`config.mk`:
```
export PLATFORM = sky130hd
export DESIGN_NAME = div_16by8_seq
export DESIGN_NICKNAME = d
export VERILOG_FILES = /design/src/rtl/div_16by8_seq.sv
export SDC_FILE = /design/constraint.sdc
export NUM_CORES = 1
export LEC_CHECK = 0
export ABC_CLOCK_PERIOD_IN_PS = 5100
export CAP_MARGIN = 10
export CORE_MARGIN = 3
export CORE_UTILIZATION = 35
export CTS_CLUSTER_SIZE = 28
export DETAILED_ROUTE_END_ITERATION = 8
export PLACE_DENSITY = 0.65
export SLEW_MARGIN = 20
export SYNTH_ARGS = -nofsm -noshare
export SYNTH_HDL_FRONTEND = slang
export SYNTH_SLANG_ARGS = --single-unit
```
`constraint.sdc`:
```
create_clock -name clk -period 5.1 [get_ports clk]
set_input_delay 0.765 -clock clk [delete_from_list [all_inputs] [get_ports clk]]
set_output_delay 0.765 -clock clk [all_outputs]
set_load 0.05 [all_outputs]
```
`src/rtl/div_16by8_seq.sv`:
```
// -----------------------------------------------------------------------------
// div_16by8_seq
//
// Sequential non-restoring divider: divides a 2*WIDTH-bit unsigned dividend by
// a WIDTH-bit unsigned divisor. It produces one quotient bit per cycle, then
// spends one cycle correcting the remainder. The interface is a start/busy/ready
// handshake.
//
// Optional feature macro: DIV_OVF_CHECK_EN
//   Defined   : quotient overflow (z[2W-1:W] >= b, including b == 0) is
//               detected when start is accepted. The iterations are skipped and
//               the result is q = all ones, r = 0, ovf = 1, with ready one cycle
//               after acceptance.
//   Undefined : ovf is tied to 0. Every division takes WIDTH+1 cycles. q/r for
//               overflowing inputs are whatever the algorithm produces.
//
// Ports:
//   clk   in   1        clock, rising edge
//   clrn  in   1        asynchronous active-low clear
//   start in   1        request, accepted on a rising edge while busy = 0
//   z     in   2*WIDTH  dividend, captured on acceptance
//   b     in   WIDTH    divisor, captured on acceptance
//   q     out  WIDTH    quotient, valid from ready until the next accepted start
//   r     out  WIDTH    remainder, same validity as q
//   busy  out  1        division in progress
//   ready out  1        one-cycle pulse: q/r/ovf are valid
//   ovf   out  1        overflow / divide-by-zero, valid with ready
//
// Timing: start accepted at edge N -> ITER for edges N+1..N+WIDTH -> FIX loads
// the results at edge N+WIDTH+1. Ready is high (and busy low) in the cycle
// after that edge, so a new start can be issued in the ready cycle itself.
// -----------------------------------------------------------------------------
module div_16by8_seq #(
   parameter int WIDTH = 8
) (
   input  logic                 clk,
   input  logic                 clrn,
   input  logic                 start,
   input  logic [2*WIDTH-1:0]   z,
   input  logic [WIDTH-1:0]     b,
   output logic [WIDTH-1:0]     q,
   output logic [WIDTH-1:0]     r,
   output logic                 busy,
   output logic                 ready,
   output logic                 ovf
);

   localparam int CW = (WIDTH > 1) ? $clog2(WIDTH) : 1;

   typedef enum logic [1:0] {
      S_IDLE = 2'd0,
      S_ITER = 2'd1,
      S_FIX  = 2'd2
   } state_t;

   state_t                  state_q, state_d;
   logic [CW-1:0]           cnt_q, cnt_d;
   logic [WIDTH-1:0]        q_q, q_d;
   logic [WIDTH-1:0]        r_q, r_d;
   logic                    ready_q, ready_d;

   // Datapath working registers (not reset: always loaded on acceptance)
   logic [WIDTH-1:0]        zlo_q, zlo_d;   // low dividend bits still to shift in
   logic [WIDTH-1:0]        b_q, b_d;
   logic signed [WIDTH:0]   rem_q, rem_d;   // signed partial remainder
   logic [WIDTH-1:0]        quo_q, quo_d;

   logic signed [WIDTH:0]   b_ext;
   logic signed [WIDTH:0]   shifted;
   logic signed [WIDTH:0]   step;

`ifdef DIV_OVF_CHECK_EN
   logic                    ovf_q, ovf_d;
   logic                    ovfp_q, ovfp_d; // overflow flagged at acceptance
`endif

   // Final non-restoring correction: a negative remainder needs b added back.
   function automatic logic [WIDTH-1:0] fix_rem(input logic signed [WIDTH:0] rem,
                                                input logic [WIDTH-1:0]      bv);
      logic signed [WIDTH:0] t;
      t = rem;
      if (rem[WIDTH]) begin
         t = rem + $signed({1'b0, bv});
      end
      return t[WIDTH-1:0];
   endfunction

   // One non-restoring step: shift in the next dividend bit, then subtract b
   // when the remainder is non-negative and add b when it is negative. Wrap
   // around in the W+1-bit intermediate is harmless because the true result
   // always lies in [-b, b).
   always_comb begin
      b_ext   = $signed({1'b0, b_q});
      shifted = $signed({rem_q[WIDTH-1:0], zlo_q[WIDTH-1]});
      step    = rem_q[WIDTH] ? (shifted + b_ext) : (shifted - b_ext);
   end

   always_comb begin
      state_d = state_q;
      cnt_d   = cnt_q;
      q_d     = q_q;
      r_d     = r_q;
      ready_d = 1'b0;
      zlo_d   = zlo_q;
      b_d     = b_q;
      rem_d   = rem_q;
      quo_d   = quo_q;
`ifdef DIV_OVF_CHECK_EN
      ovf_d   = ovf_q;
      ovfp_d  = ovfp_q;
`endif

      case (state_q)
         S_IDLE: begin
            if (start) begin
               zlo_d   = z[WIDTH-1:0];
               b_d     = b;
               rem_d   = $signed({1'b0, z[2*WIDTH-1:WIDTH]});
               quo_d   = '0;
               cnt_d   = '0;
               state_d = S_ITER;
`ifdef DIV_OVF_CHECK_EN
               ovfp_d  = 1'b0;
               // The quotient fits in WIDTH bits only if the upper dividend
               // half is below b. Preloading all-ones / zero lets FIX
               // publish the saturated result unchanged.
               if (z[2*WIDTH-1:WIDTH] >= b) begin
                  ovfp_d  = 1'b1;
                  quo_d   = '1;
                  rem_d   = '0;
                  state_d = S_FIX;
               end
`endif
            end
         end

         S_ITER: begin
            rem_d = step;
            zlo_d = zlo_q << 1;
            quo_d = {quo_q[WIDTH-2:0], ~step[WIDTH]};
            cnt_d = cnt_q + CW'(1);
            if (cnt_q == CW'(WIDTH - 1)) begin
               state_d = S_FIX;
            end
         end

         S_FIX: begin
            q_d     = quo_q;
            r_d     = fix_rem(rem_q, b_q);
            ready_d = 1'b1;
            state_d = S_IDLE;
`ifdef DIV_OVF_CHECK_EN
            ovf_d   = ovfp_q;
`endif
         end

         default: begin
            state_d = S_IDLE;
         end
      endcase
   end

   always_ff @(posedge clk or negedge clrn) begin
      if (!clrn) begin
         state_q <= S_IDLE;
         cnt_q   <= '0;
         q_q     <= '0;
         r_q     <= '0;
         ready_q <= 1'b0;
`ifdef DIV_OVF_CHECK_EN
         ovf_q   <= 1'b0;
         ovfp_q  <= 1'b0;
`endif
      end else begin
         state_q <= state_d;
         cnt_q   <= cnt_d;
         q_q     <= q_d;
         r_q     <= r_d;
         ready_q <= ready_d;
`ifdef DIV_OVF_CHECK_EN
         ovf_q   <= ovf_d;
         ovfp_q  <= ovfp_d;
`endif
      end
   end

   always_ff @(posedge clk) begin
      zlo_q <= zlo_d;
      b_q   <= b_d;
      rem_q <= rem_d;
      quo_q <= quo_d;
   end

   assign q     = q_q;
   assign r     = r_q;
   assign busy  = (state_q != S_IDLE);
   assign ready = ready_q;
`ifdef DIV_OVF_CHECK_EN
   assign ovf   = ovf_q;
`else
   assign ovf   = 1'b0;
`endif

endmodule

```
==> metrics.md <==
| Metric | Value |
|---|---|
| Area contributors post-synth | `edfxtp_1 34%, dfrtp_1 19%, nand2_1 9.1%, ha_1 7.7%, xor2_1 3.9%` |
| Maximum fanout along the worst path | `20` |
| Core box area | `7930 um2` |
| RSZ-0062 raised after global routing | `no` |
| Met3 routed WL | `194 um` |
| Hpwl dp | `4130 um` |
| Synthesized instance count | `286` |
| TritonCTS clock tree | `built` |
| CTS max path bufs | `2` |
| Actual transition at the worst max-transition pin | `1.07 ns` |
| Flop2flop setup slack | `2.33 ns` |
| Power density of the placed cells | `717 nW/um2` |
| Die Ht | `97.3 um` |
| Top post-synthesis cells by count | `71 x nand2_1, 33 x edfxtp_1, 22 x dfrtp_1, 22 x o21ai_0, 18 x ha_1` |
| Total number of vias | `2034` |
| Most used DFF post-synth | `edfxtp_1` |
| Element type at the critical path end | `register` |
| Post-synth ARST share | `40.0%` |
| Per-cell via count in the routed design | `4.73` |
| Weighted congestion at the end of routability-driven global placement | `0.827` |
| Period Utilization, post-route | `54.3%` |
| Number of violations reported at the end of detailed-routing iteration 0 | `46` |
| Required time at the worst-slack endpoint | `5.17 ns` |
| Mapped Avg Cell Area | `10.2 um2` |
| Leading cell type by number of instances after synthesis | `nand2_1` |
| Peak clock frequency supported by timing | `0.361 GHz` |
| Number of max-capacitance violations reported | `0` |
| Setup TNS after final layout | `0 ns` |
| Worst-path clk slew | `0.12 ns` |
| Setup Buffers After CTS | `0` |
| Initial Util | `36.8%` |
| Cell area after synthesis | `2920 um2` |
| Final-stage net count | `374` |
| Max Used Layer | `met4` |
| Fraction of the mapped netlist area in compound gates | `8.74%` |
| Number of antenna violations at the first check in global routing | `0` |
| Outcome | `finished clean` |
| Top-area cell type share of the netlist area | `33.9%` |
| Proportion of synthesized area in mux cells | `2.14%` |
| Routed length per instance | `12.6 um` |
| Share of post-route cells with drive strength above 1 | `4.88%` |
| Insertion delay of the later-clocked pin in the worst-skew pair | `0.31 ns` |
| Simple-gate area share of the yosys netlist | `18.0%` |
| Worst VDD drop | `0.214 mV` |
| Total wire length after detailed routing | `5430 um` |
| Number of inserted filler cells in the final layout | `776` |
| Synth unique cells | `37` |
| Share of the yosys chip area belonging to registers | `52.8%` |
| Number of storage elements in the synthesis netlist | `55` |
| Top-Level Pins | `46` |
| Synthesized net count | `333` |
| Antenna Cells | `0` |
| Largest family of logic cells by synthesized area | `simple AND/OR/NAND/NOR gates` |
| Row cnt | `32` |
| Type of the worst setup path | `reg2reg` |
| # H-tree levels | `2` |
| Reported leakage power | `1.53 nW` |
| Fin worst setup slack | `2.33 ns` |
| Xor/xnor share of the synthesized area | `6.00%` |
| Number of hold-repair buffers added at the cts stage | `0` |
| Post-DP Area | `3450 um2` |
| Final hold violation count | `0` |
| Horizontal die dimension | `97.3 um` |
| CTS Root Cell | `clkbuf_8` |
| Count of instances resized after the clock tree is built | `0` |
| Setup-violating endpoint count in the final report | `0` |
| Number of enable flip-flop cells after synthesis | `33` |
| Adder and majority gate portion of the synthesized area | `9.08%` |
| Met1 wire length | `2560 um` |
| Most area-hungry cell type in the Yosys netlist | `edfxtp_1` |
| CP Launch Type | `register` |
| Number of design rule violations left after detail routing | `0` |
| Worst slew margin | `28.3%` |
| Wire length of the first global-routing pass | `9430 um` |
| Total track usage | `12.1%` |
| Metal2 WL | `2600 um` |
| Number of cells traversed by the worst register-to-register path | `8` |
| Type of the tightest min-delay check | `in2async` |
| Maximum number of pins on one net before global-route repair | `29` |
| Number of global-route vias before repair | `2100` |
| Skew final | `0.0150 ns` |
| Area of all placed cells without fillers | `3540 um2` |
| Clock net sink count | `55` |
| Crit path arrival time | `2.84 ns` |
| Number of nets still failing antenna checks after routing | `0` |
| Syn. warnings | `0` |
| Area delta synth->final | `21.2%` |
| Worst setup timing slack at the placement stage | `2.32 ns` |
| Shortest clock period the worst path allows after layout | `2.77 ns` |
| Gr ovfl total | `0` |
| Final Max Slew Viols | `0` |
| Clock buffers created by TritonCTS | `5` |
| Floorplan die area | `9480 um2` |
| Detailed Routing Iterations Pass 1 | `4` |
| Number of port buffers | `44` |
## state kept, by name, summed over array words and instances (netlist names), 2 cells and up
signal,flops
r,8
zlo_q,8
quo_q,8
q,8
rem_q,9
cnt_q,3
state_q,2
b_q,8
## metal layers
layer  track usage (%)  vias to the layer above
met1              15.3                      941
met2              20.8                       39
li1                  -                     1048
met3              2.44                        6
met5                 0                        -
met4              3.73                        0
## report_power, final
group          switching [mW]  leakage [nW]  total, mW  internal (mW)
clock                   0.154        0.0491      0.256          0.102
sequential              0.139         0.612      0.899          0.760
combinational           0.815         0.865       1.38          0.567
## cell type report
class | instances | area [um2] | share of cell area (%)
Clock buffer | 5 | 68.8 | 1.94
Clock inverter | 3 | 26.3 | 0.742
Inverter | 12 | 45.0 | 1.27
Multi-Input combinational cell | 208 | 1290 | 36.4
Sequential cell | 55 | 1540 | 43.5
Tap cell | 102 | 128 | 3.61
Timing Repair Buffer | 45 | 443 | 12.5
## stage by stage
stage,total power [mW],hold WS (ns),utilization (%),std cells
after floorplan,1.94,0.415,-,286
after global placement,2.26,0.429,43.5,422
after detailed placement,2.31,0.444,43.5,422
after CTS,2.57,0.472,44.7,430
after global routing,2.77,0.427,44.6,430
final,2.54,0.397,44.6,430
## worst paths after layout
path                               start  endpoint
min in group clk                quo_q[7]      q[7]
worst min register to register  quo_q[7]      q[7]
max in group asynchronous           clrn  cnt_q[2]
worst min-delay path                clrn      r[5]
worst max-delay path            rem_q[8]  rem_q[5]
worst max register to register  rem_q[8]  rem_q[5]
## critical path: stages (launching register included)
cell,delay [ns]
edfxtp_1,0.80
mux2_2,0.42
ha_1,0.27
a21o_1,0.17
a21oi_1,0.26
o21bai_1,0.10
a21oi_1,0.17
xnor2_1,0.08
mux2_2,0.26
## cells in the final DEF, fill, tap and decap left out, types with 3 or more instances in the layout
master	instances
xor2_1	13
xnor2_1	7
edfxtp_1	33
nand3_1	4
nor2b_1	3
o21ai_0	22
mux2i_1	4
nor3b_1	3
nor2_1	11
nand2_1	71
clkdlybuf4s50_1	43
nor3_1	4
clkbuf_8	5
and2_1	10
a21oi_1	10
dfrtp_1	22
nand2b_1	5
inv_1	11
ha_1	18
a21o_1	4
## cells by family (layout without fill, tap and decap cells)
group,Yosys count,after routing
flops,55,55
mux,6,6
compound gates,45,45
other cells,1,1
fa+ha+maj,20,20
simple gates,116,116
buf+inv,23,65
xor+xnor,20,20
Power figures use the tool's default switching activity.
